[src/rtl/inst_encoder_if.sv]
// Request and instruction-memory write bundle for inst_encoder.
// slave is the encoder's view; master is the request generator / memory model side.
interface inst_encoder_if #(
    parameter int ADDR_W = 10
);
    logic              req_valid;
    logic              req_ready;
    logic [2:0]        req_fmt;
    logic [6:0]        req_opcode;
    logic [2:0]        req_funct3;
    logic [6:0]        req_funct7;
    logic [4:0]        req_rd;
    logic [4:0]        req_rs1;
    logic [4:0]        req_rs2;
    logic [31:0]       req_imm;
    logic              mem_we;
    logic [ADDR_W-1:0] mem_addr;
    logic [31:0]       mem_wdata;
    logic              mem_ack;
    logic [ADDR_W:0]   count;
    logic              full;
    logic              err;
    logic [1:0]        err_code;

    modport slave (
        input  req_valid, req_fmt, req_opcode, req_funct3, req_funct7,
               req_rd, req_rs1, req_rs2, req_imm, mem_ack,
        output req_ready, mem_we, mem_addr, mem_wdata, count, full, err, err_code
    );

    modport master (
        output req_valid, req_fmt, req_opcode, req_funct3, req_funct7,
               req_rd, req_rs1, req_rs2, req_imm, mem_ack,
        input  req_ready, mem_we, mem_addr, mem_wdata, count, full, err, err_code
    );
endinterface

[src/rtl/inst_encoder.sv]
// RV32I instruction encoder and sequential instruction-memory writer.
// Define ENCODER_RANGE_CHECK_EN to enable immediate range/alignment checking.
module inst_encoder #(
    parameter int                ADDR_W    = 10,
    parameter logic [ADDR_W-1:0] BASE_ADDR = '0
) (
    input logic           clk,
    input logic           rst,
    input logic           start,
    inst_encoder_if.slave bus
);
    typedef enum logic [1:0] {IDLE, ENCODE, WRITE, FULL} state_t;

    localparam logic [2:0] FMT_R = 3'd0;
    localparam logic [2:0] FMT_I = 3'd1;
    localparam logic [2:0] FMT_S = 3'd2;
    localparam logic [2:0] FMT_B = 3'd3;
    localparam logic [2:0] FMT_U = 3'd4;
    localparam logic [2:0] FMT_J = 3'd5;
    localparam logic [ADDR_W:0] WORDS = {1'b1, {ADDR_W{1'b0}}};

    state_t            state_q, state_d;
    logic              ready_q, ready_d;
    logic              we_q, we_d;
    logic [ADDR_W-1:0] addr_q, addr_d;
    logic [31:0]       wdata_q, wdata_d;
    logic [ADDR_W:0]   count_q, count_d;
    logic              full_q, full_d;
    logic              err_q, err_d;
    logic [1:0]        code_q, code_d;
    logic              accept;

    logic [2:0]  fmt_q;
    logic [6:0]  opcode_q;
    logic [2:0]  funct3_q;
    logic [6:0]  funct7_q;
    logic [4:0]  rd_q, rs1_q, rs2_q;
    logic [31:0] imm_q;

    logic [31:0] word;
    logic        bad_fmt;
    logic        range_err;
    logic        align_err;
    logic        is_shift;

    assign is_shift = (fmt_q == FMT_I) && (opcode_q == 7'b0010011) &&
                      ((funct3_q == 3'b001) || (funct3_q == 3'b101));

    always_comb begin
        word    = '0;
        bad_fmt = 1'b0;
        case (fmt_q)
            FMT_R: word = {funct7_q, rs2_q, rs1_q, funct3_q, rd_q, opcode_q};
            FMT_I: word = is_shift ? {funct7_q, imm_q[4:0], rs1_q, funct3_q, rd_q, opcode_q}
                                   : {imm_q[11:0], rs1_q, funct3_q, rd_q, opcode_q};
            FMT_S: word = {imm_q[11:5], rs2_q, rs1_q, funct3_q, imm_q[4:0], opcode_q};
            FMT_B: word = {imm_q[12], imm_q[10:5], rs2_q, rs1_q, funct3_q,
                           imm_q[4:1], imm_q[11], opcode_q};
            FMT_U: word = {imm_q[31:12], rd_q, opcode_q};
            FMT_J: word = {imm_q[20], imm_q[10:1], imm_q[11], imm_q[19:12], rd_q, opcode_q};
            default: bad_fmt = 1'b1;
        endcase
    end

`ifdef ENCODER_RANGE_CHECK_EN
    logic signed [31:0] simm;
    assign simm = imm_q;

    always_comb begin
        range_err = 1'b0;
        align_err = 1'b0;
        case (fmt_q)
            FMT_I: begin
                if (is_shift) range_err = (simm < 0) || (simm > 31);
                else          range_err = (simm < -2048) || (simm > 2047);
            end
            FMT_S: range_err = (simm < -2048) || (simm > 2047);
            FMT_B: begin
                range_err = (simm < -4096) || (simm > 4094);
                align_err = imm_q[0];
            end
            FMT_J: begin
                range_err = (simm < -1048576) || (simm > 1048574);
                align_err = imm_q[0];
            end
            FMT_U: align_err = |imm_q[11:0];
            default: ;
        endcase
    end
`else
    assign range_err = 1'b0;
    assign align_err = 1'b0;
`endif

    // start overrides every state and blocks a same-cycle request
    always_comb begin
        state_d = state_q;
        ready_d = ready_q;
        we_d    = we_q;
        addr_d  = addr_q;
        wdata_d = wdata_q;
        count_d = count_q;
        full_d  = full_q;
        err_d   = err_q;
        code_d  = code_q;
        accept  = 1'b0;
        if (start) begin
            state_d = IDLE;
            ready_d = 1'b1;
            we_d    = 1'b0;
            addr_d  = BASE_ADDR;
            count_d = '0;
            full_d  = 1'b0;
            err_d   = 1'b0;
            code_d  = 2'b00;
        end else begin
            case (state_q)
                IDLE: begin
                    ready_d = 1'b1;
                    if (bus.req_valid && ready_q) begin
                        accept  = 1'b1;
                        ready_d = 1'b0;
                        state_d = ENCODE;
                    end
                end
                ENCODE: begin
                    if (bad_fmt || range_err || align_err) begin
                        err_d   = 1'b1;
                        code_d  = bad_fmt ? 2'b11 : (range_err ? 2'b01 : 2'b10);
                        ready_d = 1'b1;
                        state_d = IDLE;
                    end else begin
                        we_d    = 1'b1;
                        wdata_d = word;
                        state_d = WRITE;
                    end
                end
                WRITE: begin
                    if (bus.mem_ack) begin
                        we_d    = 1'b0;
                        addr_d  = addr_q + 1'b1;
                        count_d = count_q + 1'b1;
                        if (count_d == WORDS) begin
                            full_d  = 1'b1;
                            state_d = FULL;
                        end else begin
                            ready_d = 1'b1;
                            state_d = IDLE;
                        end
                    end
                end
                FULL: begin
                    ready_d = 1'b0;
                    full_d  = 1'b1;
                end
                default: state_d = IDLE;
            endcase
        end
    end

    always_ff @(posedge clk or posedge rst) begin
        if (rst) begin
            state_q <= IDLE;
            ready_q <= 1'b0;
            we_q    <= 1'b0;
            addr_q  <= BASE_ADDR;
            wdata_q <= '0;
            count_q <= '0;
            full_q  <= 1'b0;
            err_q   <= 1'b0;
            code_q  <= 2'b00;
        end else begin
            state_q <= state_d;
            ready_q <= ready_d;
            we_q    <= we_d;
            addr_q  <= addr_d;
            wdata_q <= wdata_d;
            count_q <= count_d;
            full_q  <= full_d;
            err_q   <= err_d;
            code_q  <= code_d;
        end
    end

    always_ff @(posedge clk or posedge rst) begin
        if (rst) begin
            fmt_q    <= '0;
            opcode_q <= '0;
            funct3_q <= '0;
            funct7_q <= '0;
            rd_q     <= '0;
            rs1_q    <= '0;
            rs2_q    <= '0;
            imm_q    <= '0;
        end else if (accept) begin
            fmt_q    <= bus.req_fmt;
            opcode_q <= bus.req_opcode;
            funct3_q <= bus.req_funct3;
            funct7_q <= bus.req_funct7;
            rd_q     <= bus.req_rd;
            rs1_q    <= bus.req_rs1;
            rs2_q    <= bus.req_rs2;
            imm_q    <= bus.req_imm;
        end
    end

    assign bus.req_ready = ready_q;
    assign bus.mem_we    = we_q;
    assign bus.mem_addr  = addr_q;
    assign bus.mem_wdata = wdata_q;
    assign bus.count     = count_q;
    assign bus.full      = full_q;
    assign bus.err       = err_q;
    assign bus.err_code  = code_q;
endmodule

[src/flat_wrapper.sv]
// flat-port wrapper written by rule: the top's interface ports become plain ports
module inst_encoder_flat 
#(
    parameter int                ADDR_W    = 10,
    parameter logic [ADDR_W-1:0] BASE_ADDR = '0
)
  (clk, rst, start, bus_req_valid, bus_req_fmt, bus_req_opcode, bus_req_funct3, bus_req_funct7, bus_req_rd, bus_req_rs1, bus_req_rs2, bus_req_imm, bus_mem_ack, bus_req_ready, bus_mem_we, bus_mem_addr, bus_mem_wdata, bus_count, bus_full, bus_err, bus_err_code);
  inst_encoder_if #(.ADDR_W(ADDR_W)) bus_i ();
  input logic clk;
  input logic rst;
  input logic start;
  input wire logic [$bits(bus_i.req_valid)-1:0] bus_req_valid;
  input wire logic [$bits(bus_i.req_fmt)-1:0] bus_req_fmt;
  input wire logic [$bits(bus_i.req_opcode)-1:0] bus_req_opcode;
  input wire logic [$bits(bus_i.req_funct3)-1:0] bus_req_funct3;
  input wire logic [$bits(bus_i.req_funct7)-1:0] bus_req_funct7;
  input wire logic [$bits(bus_i.req_rd)-1:0] bus_req_rd;
  input wire logic [$bits(bus_i.req_rs1)-1:0] bus_req_rs1;
  input wire logic [$bits(bus_i.req_rs2)-1:0] bus_req_rs2;
  input wire logic [$bits(bus_i.req_imm)-1:0] bus_req_imm;
  input wire logic [$bits(bus_i.mem_ack)-1:0] bus_mem_ack;
  output wire logic [$bits(bus_i.req_ready)-1:0] bus_req_ready;
  output wire logic [$bits(bus_i.mem_we)-1:0] bus_mem_we;
  output wire logic [$bits(bus_i.mem_addr)-1:0] bus_mem_addr;
  output wire logic [$bits(bus_i.mem_wdata)-1:0] bus_mem_wdata;
  output wire logic [$bits(bus_i.count)-1:0] bus_count;
  output wire logic [$bits(bus_i.full)-1:0] bus_full;
  output wire logic [$bits(bus_i.err)-1:0] bus_err;
  output wire logic [$bits(bus_i.err_code)-1:0] bus_err_code;
  assign bus_i.req_valid = bus_req_valid;
  assign bus_i.req_fmt = bus_req_fmt;
  assign bus_i.req_opcode = bus_req_opcode;
  assign bus_i.req_funct3 = bus_req_funct3;
  assign bus_i.req_funct7 = bus_req_funct7;
  assign bus_i.req_rd = bus_req_rd;
  assign bus_i.req_rs1 = bus_req_rs1;
  assign bus_i.req_rs2 = bus_req_rs2;
  assign bus_i.req_imm = bus_req_imm;
  assign bus_i.mem_ack = bus_mem_ack;
  assign bus_req_ready = bus_i.req_ready;
  assign bus_mem_we = bus_i.mem_we;
  assign bus_mem_addr = bus_i.mem_addr;
  assign bus_mem_wdata = bus_i.mem_wdata;
  assign bus_count = bus_i.count;
  assign bus_full = bus_i.full;
  assign bus_err = bus_i.err;
  assign bus_err_code = bus_i.err_code;
  inst_encoder #(.ADDR_W(ADDR_W), .BASE_ADDR(BASE_ADDR)) u_core (.clk(clk), .rst(rst), .start(start), .bus(bus_i));
endmodule
[config.mk]
export PLATFORM = sky130hd
export DESIGN_NAME = inst_encoder_flat
export DESIGN_NICKNAME = d
export VERILOG_FILES = /design/src/rtl/inst_encoder_if.sv /design/src/rtl/inst_encoder.sv /design/src/flat_wrapper.sv
export SDC_FILE = /design/constraint.sdc
export NUM_CORES = 1
export LEC_CHECK = 0
export BUFFER_PORTS_ARGS = -buffer_cell sky130_fd_sc_hd__buf_2
export CAP_MARGIN = 20
export CORE_UTILIZATION = 36
export DETAILED_ROUTE_END_ITERATION = 8
export PLACE_DENSITY_LB_ADDON = 0.25
export SETUP_SLACK_MARGIN = 0.15
export SYNTH_ARGS = -nofsm -noshare
export SYNTH_HDL_FRONTEND = slang
export SYNTH_SLANG_ARGS = --single-unit
[constraint.sdc]
create_clock -name clk -period 5.4 [get_ports clk]
set_clock_uncertainty 0.05 [all_clocks]
set_input_delay 1.08 -clock clk [delete_from_list [all_inputs] [get_ports clk]]
set_output_delay 1.08 -clock clk [all_outputs]
set_load 0.05 [all_outputs]
=== Yosys cells after proc, flatten, opt, wreduce, memory -nomap -nowiden ===
Cells that the tools add are included.

* Bitwise gates (word level): 1
* Equality and inequality tests: 19
* Reductions and logical operators: 20
* Add/sub/neg operators: 2
* Multiplexer cells: 36

{| class="wikitable"
|+ Operators by type and width
! cell !! number
|-
| case mux 32 bit (6 select lines) || 1
|-
| two-way mux 11 bit || 3
|-
| two-way mux 32 bit || 1
|-
| two-way mux 10 bit || 3
|-
| two-way mux 1 bit || 16
|-
| two-way mux 2 bit || 8
|-
| AND reduction 3 bit || 5
|-
| inequality test 3 bit, second input constant || 4
|-
| adder 11 x 1 -> 11 bit, second input constant || 1
|-
| equality test 11 bit, second input constant || 1
|-
| adder 10 x 1 -> 10 bit, second input constant || 1
|-
| equality test 3 bit, second input constant || 3
|-
| equality test 7 x 5 -> 1 bit, second input constant || 1
|-
| equality test 3 x 1 -> 1 bit, second input constant || 2
|-
| equality test 3 x 2 -> 1 bit, second input constant || 2
|-
| inequality test 3 x 2 -> 1 bit, second input constant || 2
|-
| case mux 2 bit (3 select lines) || 1
|-
| nonzero test 2 bit || 3
|-
| nonzero test 3 bit || 2
|-
| OR reduction 6 bit || 1
|-
| equality test 2 bit, second input constant || 2
|-
| case mux 1 bit (2 select lines) || 2
|-
| case mux 1 bit (4 select lines) || 1
|-
| AND reduction 2 bit || 2
|-
| 8 further kinds || 10
|}

* Flip-flop bits (word level): 128
* Word-level logic and storage cells: 95

=== Depth between registers and ports, before layout ===
* Depth after elaboration: 6
* Mapped depth: 9

=== Worst setup path after synthesis ===
OpenSTA, ideal clock, no wires.

* Path type: reg-to-reg
* Start point: reg u_core.count_q[0] (netlist: u_core.bus.count[0])
* End point: reg u_core.state_q[0]
* Required time: 5263 ps
* Arrival: 2240 ps
* Setup time: 87 ps
* Period minus slack after synthesis: 2376 ps
* Slack: 3024 ps
* Stages on the path, launching flop included: 8
* Path buffers: 0
* Cells stage by stage: dfrtp_1 ha_1 xor2_1 or4_1 a22o_1 nor3_2 a21oi_1 a211oi_2

* Longest elaborated chain between the ends: 6

{| class="wikitable"
|+ Ends and longest elaborated chain
! element !! RTL line !! source
|-
| from (decl) || inst_encoder.sv:27 || <nowiki>logic [ADDR_W:0] count_q, count_d;</nowiki>
|-
| from (signal assigned) || inst_encoder.sv:178 || <nowiki>count_q <= count_d;</nowiki>
|-
| adder 11 x 1 -> 11 bit || inst_encoder.sv:142 || <nowiki>count_d = count_q + 1'b1;</nowiki>
|-
| equality test 11 bit || inst_encoder.sv:143 || <nowiki>if (count_d == WORDS) begin</nowiki>
|-
| two-way mux 2 bit || inst_encoder.sv:143 ||
|-
| two-way mux 2 bit || inst_encoder.sv:139 || <nowiki>if (bus.mem_ack) begin</nowiki>
|-
| case mux 2 bit (3 select lines) || inst_encoder.sv:117 || <nowiki>case (state_q)</nowiki>
|-
| two-way mux 2 bit || inst_encoder.sv:107 || <nowiki>if (start) begin</nowiki>
|-
| to (signal assigned) || inst_encoder.sv:173 || <nowiki>state_q <= state_d;</nowiki>
|-
| to (decl) || inst_encoder.sv:22 || <nowiki>state_t state_q, state_d;</nowiki>
|}

No other way between the ends. The select of a mux whose other input is x is not followed.
A chain may end at the register's enable or synchronous reset.

=== Final worst setup path ===
* Start point: in start
* End point: reg u_core.wdata_q[21] (netlist: u_core.bus.mem_wdata[21])

* Longest elaborated chain between the ends: 2

{| class="wikitable"
|+ Ends and longest elaborated chain
! element !! RTL line !! source
|-
| from (decl) || flat_wrapper.sv:11 || <nowiki>input logic start;</nowiki>
|-
| NOT 1 bit (no line) || n/a ||
|-
| AND reduction 3 bit (no line) || n/a ||
|-
| to (signal assigned) || inst_encoder.sv:177 || <nowiki>wdata_q <= wdata_d;</nowiki>
|-
| to (decl) || inst_encoder.sv:26 || <nowiki>logic [31:0] wdata_q, wdata_d;</nowiki>
|}

No other way between the ends.

==> results.txt <==
Worst Hold Launch = u_core.bus.mem_wdata[3]
Synth top cells by count = 126 x dfrtp_1, 68 x mux2_2, 58 x nand2_1, 56 x nor2_1, 34 x a21oi_1
Gr ovfl total = 0
All-Layer GR Usage = 17.7%
# H-tree levels = 4
Psw = 1.62 mW
Core Region = 15300 µm²
Final setup violation count = 0
Hold buffers post-CTS = 0
Post-synth top area share = 55.9%
Max Slew Vio Count = 0
Syn nets = 582
Max VDD drop = 235 µV
Status = finished, final reports clean
IO buf count = 130
Post-CTS setup buffer count = 0
1st-pass router iterations = 4
Yosys cell types = 55
Share of post-route cells with drive strength above 1 = 38.1%
Clk buf depth = 2
Initial Utilization = 37.0%
DIE AREA = 16200 µm²
Leakage = 3.34 nW
Reg2reg start = u_core.state_q[0]
Mapped Area = 5640 µm²
DRC marker count from the first detailed-route iteration = 151
Hold depth = 2
Area contributors post-synth = dfrtp_1 56%, mux2_2 14%, nand2_1 3.9%
Metal1 wirelength = 5.91 mm
Data required, critical path = 5.59 ns
Worst-Skew Late Latency = 0.41 ns
First-pass GRT wire length = 22.1 mm
Combinational Power Share = 35.0%
# clock sinks = 126
Vias per cell = 4.95
Die Height = 127 µm
Main synth FF type = dfrtp_1
Drt total wl = 13.2 mm
Per-cell routed wire length = 15.5 µm
Post-route design area = 7080 µm²
Nets = 708
Final Hold Vio Count = 0
Post-CTS Resized = 0
CP Capture Type = register
Hold path endpoint = u_core.bus.mem_wdata[3]
Die X = 127 µm
R2R Setup Slk = 3.04 ns
Rows = 45
Worst-path fanout max = 43
Final TNS setup = 0 ns
Number of global-route vias before repair = 4269
Post-synth ARST share = 100%
Post-synth EDFFs = 0
Fin crit share = 45.1%
Max Fclk = 410 MHz
Area Overhead vs Synth = 25.4%
Top Ports = 131
Cell Pwr Density = 598 nW/µm²
R2R Path End = u_core.bus.mem_addr[6]
Critical path class = primary input to register
Clk pin slew, worst setup/hold paths = 0.05 ns
Area leader, netlist = dfrtp_1
WP data arrival = 2.63 ns
Placer Congestion = 0.828
Switching portion of total power = 38.2%
CTS Buf Count = 17
Share of total power in the clock network = 26.8%
Sequential power share = 38.3%
Hold/Removal Path Class = register to register
FF-to-FF path depth = 6
Gate count after technology mapping = 502
Highest Signal Layer = met4
Relative slew slack = 36.4%
DR DRC count = 0
Pint = 2.62 mW
Sequential share of the synthesized area = 55.9%
Clock root cell = clkbuf_16
ANT nets after route = 0
Synth Warn # = 0
Placed Area = 6480 µm²
Slew @ Worst Pin = 0.950 ns
Post-synthesis average cell area = 11.2 µm²
Seq cells post-synth = 126
CTS tree = yes
Unrepaired setup endpoints after global routing = no
DP Wirelength = 9.36 mm
Crit start category = primary input
Detail Route met2 WL = 6.34 mm
Met3 WL = 649 µm
Count leader, synth = dfrtp_1
Max cap viols = 0
DR vias = 4221
Initial antenna violation count = 0
Final min period = 2.44 ns
Largest net degree at the start of global routing = 56
[power by group through the flow]
stage / sequential [mW] / clock [mW] / combinational, mW
floorplan: 1.97 / 0 / 0.756
global placement: 1.63 / 0 / 1.46
detailed placement: 1.64 / 0 / 1.50
CTS: 1.62 / 1.16 / 1.50
global route: 1.68 / 1.20 / 1.62
finish: 1.62 / 1.13 / 1.48
[metal layers]
layer,vias up,global-route usage [%]
met5,-,0
met4,0,7.77
met3,19,5.57
met1,2070,22.4
li1,2019,-
met2,113,27.9
[sequential cells by signal (all words and copies together), names as in the netlist, 2 cells and up]
register / flops
u_core.funct7_q: 7
u_core.rs2_q: 5
u_core.bus.count: 11
u_core.rd_q: 5
u_core.rs1_q: 5
u_core.state_q: 2
u_core.opcode_q: 7
u_core.bus.mem_wdata: 32
u_core.bus.mem_addr: 10
u_core.funct3_q: 3
u_core.imm_q: 32
u_core.fmt_q: 3
[how the worst max path moves through the flow]
stage / endpoint / slack (ns) / start
2_1_floorplan: u_core.bus.count[0] / 0.91 / rst
3_3_place_gp: u_core.bus.mem_wdata[25] / 2.64 / start
3_5_place_dp: u_core.bus.mem_wdata[21] / 2.52 / start
4_1_cts: u_core.bus.mem_wdata[21] / 2.97 / start
5_1_grt: u_core.bus.mem_wdata[26] / 2.80 / start
6_report: u_core.bus.mem_wdata[21] / 2.96 / start
[worst max-delay path: stages]
cell      delay, ns
buf_2          0.49
nand2b_2       0.82
o21ai_0        0.23
[area by class of cell]
type | instances | area [µm²]
fillers | 1449 | 8180
flip-flops and latches | 126 | 3150
multi-input cells | 341 | 2350
repair buffers | 134 | 681
clock buffers | 26 | 519
well taps | 211 | 264
clock inverters | 5 | 77.6
inverters | 8 | 32.5
diodes | 1 | 2.50
[cell families after synthesis]
| group | synth area share, % |
|---|---|
| xor+xnor | 2.64 |
| mux | 14.5 |
| simple gates | 12.6 |
| flops | 55.9 |
| compound gates | 10.1 |
| fa+ha+maj | 1.77 |
| buf+inv | 2.62 |
[stage by stage]
stage / utilization (%) / setup WS [ns] / cells / hold slack, ns / power [mW]
6_report: 46.4 / 2.96 / 852 / 0.420 / 4.23
3_3_place_gp: 42.4 / 2.64 / 820 / 0.408 / 3.09
2_1_floorplan: - / 0.914 / 502 / 0.396 / 2.72
3_5_place_dp: 42.4 / 2.52 / 820 / 0.414 / 3.14
4_1_cts: 46.4 / 2.97 / 851 / 0.427 / 4.28
5_1_grt: 46.4 / 2.80 / 851 / 0.456 / 4.50
[cells in the final DEF, fill, tap and decap left out, drive strengths merged, types with 4 or more instances in the layout]
| cell type | netlist | layout |
|---|---|---|
| mux2i | 5 | 5 |
| nand4 | 5 | 5 |
| mux2 | 68 | 68 |
| buf | 11 | 134 |
| a221oi | 14 | 14 |
| dfrtp | 126 | 126 |
| nor2b | 4 | 4 |
| nand3 | 4 | 4 |
| or3 | 6 | 6 |
| xor2 | 15 | 15 |
| nand2 | 58 | 58 |
| inv | 7 | 7 |
| nor2 | 56 | 56 |
| clkbuf | 16 | 26 |
| ha | 8 | 8 |
| a22oi | 5 | 5 |
| a21oi | 34 | 34 |
| o21ai | 19 | 19 |
| and3 | 5 | 5 |
Note: power is estimated with default switching activity, not from simulation.
